## src/rtl/fifo_pkg.sv

```systemverilog
// Shared width helpers and default parameters for the fifo_flex family.
package fifo_pkg;

    localparam int unsigned DefDepth       = 5;
    localparam int unsigned DefDataW       = 32;
    localparam int unsigned DefAemptyTh    = 1;
    localparam int unsigned DefFallThrough = 0;

    function automatic int unsigned ptr_w(input int unsigned depth);
        return (depth > 1) ? $clog2(depth) : 1;
    endfunction

    function automatic int unsigned cnt_w(input int unsigned depth);
        return $clog2(depth + 1);
    endfunction

endpackage

```

## src/rtl/fifo_flex_if.sv

```systemverilog
// Push/pop handshake bundle; the FIFO sits on the slave modport.
interface fifo_flex_if
    import fifo_pkg::*;
#(
    parameter int unsigned DATA_W = DefDataW
);

    logic              f_valid_in;
    logic [DATA_W-1:0] f_data_in;
    logic              f_ready_out;
    logic              b_valid_out;
    logic [DATA_W-1:0] b_data_out;
    logic              b_ready_in;

    modport master (
        output f_valid_in, f_data_in, b_ready_in,
        input  f_ready_out, b_valid_out, b_data_out
    );

    modport slave (
        input  f_valid_in, f_data_in, b_ready_in,
        output f_ready_out, b_valid_out, b_data_out
    );

endinterface

```

## src/rtl/fifo_wrap_ptr.sv

```systemverilog
// Modulo-DEPTH pointer with increment and synchronous clear.
module fifo_wrap_ptr #(
    parameter int unsigned DEPTH = 5,
    parameter int unsigned PTR_W = 3
) (
    input  logic             clk,
    input  logic             rst,
    input  logic             clr,
    input  logic             inc,
    output logic [PTR_W-1:0] ptr
);

    logic [PTR_W-1:0] ptr_q, ptr_d;

    always_comb begin
        ptr_d = ptr_q;
        if (clr) begin
            ptr_d = '0;
        end else if (inc) begin
            ptr_d = (ptr_q == PTR_W'(DEPTH - 1)) ? '0 : ptr_q + PTR_W'(1);
        end
    end

    always_ff @(posedge clk) begin
        if (rst) begin
            ptr_q <= '0;
        end else begin
            ptr_q <= ptr_d;
        end
    end

    assign ptr = ptr_q;

endmodule

```

## src/rtl/fifo_flex.sv

```systemverilog
// Synchronous FIFO of arbitrary depth with flush, thresholds and optional empty bypass.
module fifo_flex
    import fifo_pkg::*;
#(
    parameter int unsigned DEPTH        = DefDepth,
    parameter int unsigned DATA_W       = DefDataW,
    parameter int unsigned AFULL_TH     = DEPTH - 1,
    parameter int unsigned AEMPTY_TH    = DefAemptyTh,
    parameter int unsigned FALL_THROUGH = DefFallThrough
) (
    input  logic                        clk,
    input  logic                        rst,
    input  logic                        flush,
    fifo_flex_if.slave                  bus,
    output logic [cnt_w(DEPTH)-1:0]     count,
    output logic                        almost_full,
    output logic                        almost_empty
);

    localparam int unsigned PtrW = ptr_w(DEPTH);
    localparam int unsigned CntW = cnt_w(DEPTH);

    logic [DATA_W-1:0] mem_q [DEPTH];
    logic [DATA_W-1:0] mem_d [DEPTH];
    logic [CntW-1:0]   count_q, count_d;
    logic              af_q, af_d, ae_q, ae_d;
    logic [PtrW-1:0]   wr_ptr, rd_ptr;
    logic              bypass, push, pop, wr_en, rd_en;

    always_comb begin
        bypass          = (FALL_THROUGH != 0) && (count_q == '0) && !flush;
        bus.f_ready_out = (count_q != CntW'(DEPTH)) && !flush;
        bus.b_valid_out = bypass ? bus.f_valid_in : ((count_q != '0) && !flush);
        bus.b_data_out  = bypass ? bus.f_data_in : mem_q[rd_ptr];
        push            = bus.f_valid_in && bus.f_ready_out;
        pop             = bus.b_valid_out && bus.b_ready_in;
        // A bypassed word that is popped in the same cycle never touches storage.
        wr_en           = push && !(bypass && pop);
        rd_en           = pop && !bypass;
    end

    always_comb begin
        mem_d = mem_q;
        if (wr_en) begin
            mem_d[wr_ptr] = bus.f_data_in;
        end
    end

    always_comb begin
        count_d = count_q;
        if (flush) begin
            count_d = '0;
        end else begin
            unique case ({wr_en, rd_en})
                2'b10:   count_d = count_q + CntW'(1);
                2'b01:   count_d = count_q - CntW'(1);
                default: count_d = count_q;
            endcase
        end
        af_d = (count_d >= CntW'(AFULL_TH));
        ae_d = (count_d <= CntW'(AEMPTY_TH));
    end

    always_ff @(posedge clk) begin
        if (rst) begin
            count_q <= '0;
            af_q    <= (AFULL_TH == 0);
            ae_q    <= 1'b1;
        end else begin
            count_q <= count_d;
            af_q    <= af_d;
            ae_q    <= ae_d;
        end
    end

    // Storage is deliberately left out of reset.
    always_ff @(posedge clk) begin
        mem_q <= mem_d;
    end

    fifo_wrap_ptr #(
        .DEPTH (DEPTH),
        .PTR_W (PtrW)
    ) u_wr_ptr (
        .clk (clk),
        .rst (rst),
        .clr (flush),
        .inc (wr_en),
        .ptr (wr_ptr)
    );

    fifo_wrap_ptr #(
        .DEPTH (DEPTH),
        .PTR_W (PtrW)
    ) u_rd_ptr (
        .clk (clk),
        .rst (rst),
        .clr (flush),
        .inc (rd_en),
        .ptr (rd_ptr)
    );

    assign count        = count_q;
    assign almost_full  = af_q;
    assign almost_empty = ae_q;

endmodule

```

## src/flat_wrapper.sv

```systemverilog
// flat-port wrapper written by rule: the top's interface ports become plain ports
module fifo_flex_flat import fifo_pkg::*;
#(
    parameter int unsigned DEPTH        = DefDepth,
    parameter int unsigned DATA_W       = DefDataW,
    parameter int unsigned AFULL_TH     = DEPTH - 1,
    parameter int unsigned AEMPTY_TH    = DefAemptyTh,
    parameter int unsigned FALL_THROUGH = DefFallThrough
)
  (clk, rst, flush, count, almost_full, almost_empty, bus_f_valid_in, bus_f_data_in, bus_b_ready_in, bus_f_ready_out, bus_b_valid_out, bus_b_data_out);
  fifo_flex_if #(.DATA_W(DATA_W)) bus_i ();
  input  logic clk;
  input  logic rst;
  input  logic flush;
  output logic [cnt_w(DEPTH)-1:0] count;
  output logic almost_full;
  output logic almost_empty;
  input wire logic [$bits(bus_i.f_valid_in)-1:0] bus_f_valid_in;
  input wire logic [$bits(bus_i.f_data_in)-1:0] bus_f_data_in;
  input wire logic [$bits(bus_i.b_ready_in)-1:0] bus_b_ready_in;
  output wire logic [$bits(bus_i.f_ready_out)-1:0] bus_f_ready_out;
  output wire logic [$bits(bus_i.b_valid_out)-1:0] bus_b_valid_out;
  output wire logic [$bits(bus_i.b_data_out)-1:0] bus_b_data_out;
  assign bus_i.f_valid_in = bus_f_valid_in;
  assign bus_i.f_data_in = bus_f_data_in;
  assign bus_i.b_ready_in = bus_b_ready_in;
  assign bus_f_ready_out = bus_i.f_ready_out;
  assign bus_b_valid_out = bus_i.b_valid_out;
  assign bus_b_data_out = bus_i.b_data_out;
  fifo_flex #(.DEPTH(DEPTH), .DATA_W(DATA_W), .AFULL_TH(AFULL_TH), .AEMPTY_TH(AEMPTY_TH), .FALL_THROUGH(FALL_THROUGH)) u_core (.clk(clk), .rst(rst), .flush(flush), .bus(bus_i), .count(count), .almost_full(almost_full), .almost_empty(almost_empty));
endmodule
```

## config.mk

```make
export PLATFORM = sky130hd
export DESIGN_NAME = fifo_flex_flat
export DESIGN_NICKNAME = d
export VERILOG_FILES = /design/src/rtl/fifo_pkg.sv /design/src/rtl/fifo_flex_if.sv /design/src/rtl/fifo_wrap_ptr.sv /design/src/rtl/fifo_flex.sv /design/src/flat_wrapper.sv
export SDC_FILE = /design/constraint.sdc
export NUM_CORES = 1
export LEC_CHECK = 0
export ABC_AREA = 1
export ABC_CLOCK_PERIOD_IN_PS = 4700
export BUFFER_PORTS_ARGS = -buffer_cell sky130_fd_sc_hd__buf_4
export CORE_MARGIN = 3
export CORE_UTILIZATION = 27
export CTS_CLUSTER_DIAMETER = 150
export DETAILED_ROUTE_END_ITERATION = 8
export GPL_ROUTABILITY_DRIVEN = 0
export REMOVE_ABC_BUFFERS = 1
export SYNTH_ARGS = -nofsm -noshare
export SYNTH_HDL_FRONTEND = slang
export SYNTH_SLANG_ARGS = --single-unit
```

## constraint.sdc

```tcl
create_clock -name clk -period 4.7 [get_ports clk]
set_clock_uncertainty 0.15 [all_clocks]
set_input_delay 0.235 -clock clk [delete_from_list [all_inputs] [get_ports clk]]
set_output_delay 0.235 -clock clk [all_outputs]
set_load 0.01 [all_outputs]
```

==> impl_metrics.csv <==
group,metric,value,unit
critical_path,worstPathCellList,"inv_4, nand3_2, o21ai_1, buf_4",
synthesis,synthArstFlopShare,0,
timing,finalCritPeriodShare,0.616,
placed_design,post-dp-hpwl,9220,microns
placed_design,placedInstanceArea,0.00778,sq mm
timing,fin_crit,2.89,ns
synthesis,ys_seq_area_frac,0.725,
timing,hold_violations,0,
pwr,p_leak,0.00336,uW
clock_tree,cts-root-buf,"clkbuf_16",
synthesis,yosys-top-cells-count,"160 x edfxtp_1, 150 x nand2_1, 100 x nand3_1",
outcome,status,"complete, no violations",
global_routing,grt_usage,0.115,
synthesis,ys_seq_elements,170,
critical_path,arrival,2.51,ns
synthesis,synth_top_family_by_area,"simple AND/OR/NAND/NOR gates",
pwr,power_density,366,mW/mm^2
cells_and_area,drive_gt1_frac,0.185,
critical_path,critical_path.top_delay_family,"simple AND/OR/NAND/NOR gates",
synthesis,synth_area_leaders,"edfxtp_1 70%, nand2_1 8.2%, nand3_1 7.3%",
clock_tree,clock_latency,0.42,ns
clock_tree,cts_sinks,170,
synthesis,synth-main-ff-cell,"edfxtp_1",
synthesis,syn_inst,573,
die,design.core.area,0.0247,sq mm
timing,worst_pin_slew,1.21,ns
detailed_routing,wl_per_cell,15.4,microns
cells_and_area,syn_to_final_growth,25.7,%
clock_tree,tritoncts,"yes",
timing,max_freq,346,MHz
synthesis,synth_enable_flop_cells,160,
die,start_util,0.279,
synthesis,synth_compound_area_frac,0.0288,
critical_path,worstSetupPathType,"flip-flop to primary output",
job,drv_cap,0,
pwr,vdd_ir_drop_max,0.223,mV
critical_path,worstPathRequired,4.32,ns
cells_and_area,fillers,2408,
timing,rsz0062_at_grt,"false",
timing,final-max-slew-violation-count,0,
critical_path,cp_slowest_cell,"nand3_2",
clock_tree,cts_buffers,17,
cells_and_area,fin_area,0.00867,sq mm
synthesis,synthMuxAreaShare,0,
synthesis,synth_fa_ha_area_frac,0.0120,
critical_path,startpoint_type,"flip-flop",
detailed_routing,drc,0,
detailed_routing,drt-initial-drc-count,276,
timing,tns,0,ns
cells_and_area,diodes,0,
clock_tree,clock_path_buffers,2,
timing,slew_headroom,0.193,
global_routing,antenna_found_initial,0,
detailed_routing,via_per_inst,4.34,
global_routing,globalRouteOverflowTotal,0,
timing,setup_viol,0,
synthesis,syn_area,0.00690,sq mm
worst_hold_path,hold_path_class,"primary input to flip-flop",
detailed_routing,ant_nets,0,
synthesis,syn_avg_cell_area,12.0,sq um
clock_tree,htreeDepth,4,
detailed_routing,num_vias,4431,
global_routing,grt_max_degree,68,
detailed_routing,routed_wl,15700,microns
pwr,power.total,3180,uW
global_routing,grt_first_pass_wirelength,24400,microns
critical_path,path_max_fanout,35,
clock_tree,post_cts_buffers,0,
die,die_height,166,microns
die,dieArea,0.0275,sq mm
synthesis,synth-simple-area-share,0.176,
synthesis,synth_top_area_frac,0.696,
die,io_pins,76,
cells_and_area,nets,728,
synthesis,yosysTopAreaCell,"edfxtp_1",
synthesis,synth_xor_area_frac,0,
synthesis,synth.most_common_cell,"edfxtp_1",
global_routing,grt_pass1_vias,4335,
critical_path,end_kind,"primary output",
synthesis,synthDistinctLibCells,23,
die,num_rows,57,
detailed_routing,drtPass1Iterations,5,
synthesis,yosysWarnings,0,
clock_tree,clk_pin_slew,0.06,ns
die,chipWidth,166,microns
placed_design,io_buffer_count,75,
critical_path,crit_buf_inv,2,
critical_path,cpPeakStageDelay,0.80,ns
kinds of logic (layout without fill, tap and decap cells):
kind of cell,after synthesis,in the layout
buffers and inverters,81,204
adders and majority gates,6,6
DFF,170,170
and+or+nand+nor,277,277
AOI/OAI and AO/OA,39,39
stage by stage:
stage	util	hold WS [ns]	instances	worst slack, ns
CTS	0.350	0.0279	1020	1.69
global placement	0.314	0.297	955	2.19
finish	0.350	0.0538	1020	1.81
floorplan	-	0.184	545	1.08
global route	0.350	0.0694	1020	1.56
detailed placement	0.314	0.298	955	2.17
layout by cell type, fill, tap and decap left out, drive strengths merged:
| cell | Yosys | layout |
|---|---|---|
| edfxtp | 160 | 160 |
| nand2 | 150 | 150 |
| nand3 | 103 | 103 |
| buf | 28 | 86 |
| inv | 53 | 53 |
| o21ai | 36 | 36 |
| dlygate4sd3 | 0 | 35 |
| clkbuf | 0 | 20 |
| nor2 | 14 | 14 |
| dfxtp | 10 | 10 |
| clkinv | 0 | 8 |
| nand4 | 6 | 6 |
| ha | 5 | 5 |
| nor3 | 4 | 4 |
| bufinv | 0 | 2 |
| a31oi | 1 | 1 |
| a21oi | 1 | 1 |
| o21a | 1 | 1 |
| fa | 1 | 1 |
state kept, by name, indices dropped and copies added (netlist names):
signal,flops
u_core.u_rd_ptr.ptr,3
u_core.u_wr_ptr.ptr,3
u_core.count,2
u_core.almost_empty,1
u_core.almost_full,1
u_core.mem_q,160
layer usage:
metal	vias to the layer above	wire, microns	track usage
met5	-	0	0
met1	2131	6990	0.141
met2	81	8040	0.201
li1	2201	-	-
met3	18	471	0.0269
met4	0	227	0.0394
final timing paths:
path	slack, ns	start	cells after the start	endpoint
worst min-delay path	0.05	bus_f_valid_in	5	u_core.u_wr_ptr.ptr[2]$_SDFFE_PP0P_
worst max-delay path	1.81	u_core.u_rd_ptr.ptr[1]$_SDFFE_PP0P_	4	bus_b_data_out[21]
worst max register to register	2.27	u_core.count[1]$_SDFF_PP0_	4	u_core.mem_q[30]$_DFFE_PP_
worst min register to register	0.45	u_core.u_wr_ptr.ptr[2]$_SDFFE_PP0P_	3	u_core.u_wr_ptr.ptr[2]$_SDFFE_PP0P_
worst reg2reg max path, delay by kind of cell, from the launching register on:
kind	cells	cell delay [ns]
buffers and inverters	1	0.10
DFF	1	0.39
and+or+nand+nor	3	1.39
cell type report:
class / count / area (sq um) / area share
Multi-Input combinational cell: 322 / 1520 / 0.175
Inverter: 53 / 201 / 0.0232
Timing Repair Buffer: 121 / 996 / 0.115
Sequential cell: 170 / 5010 / 0.577
Clock inverter: 10 / 104 / 0.0120
Clock buffer: 20 / 437 / 0.0504
Tap cell: 324 / 405 / 0.0468
report_power, final:
group	internal, uW	switching (uW)
Combinational	84.7	95.1
Clock	769	543
Sequential	1680	5.78
timing repair:
action | 4_1_cts | 5_1_grt
endpoints found under the setup margin | 0 | 0
hold endpoints to repair | 168 | 0
hold buffers | 35 | 0
gates resized for setup | 0 | 0
Power figures use the tool's default switching activity.
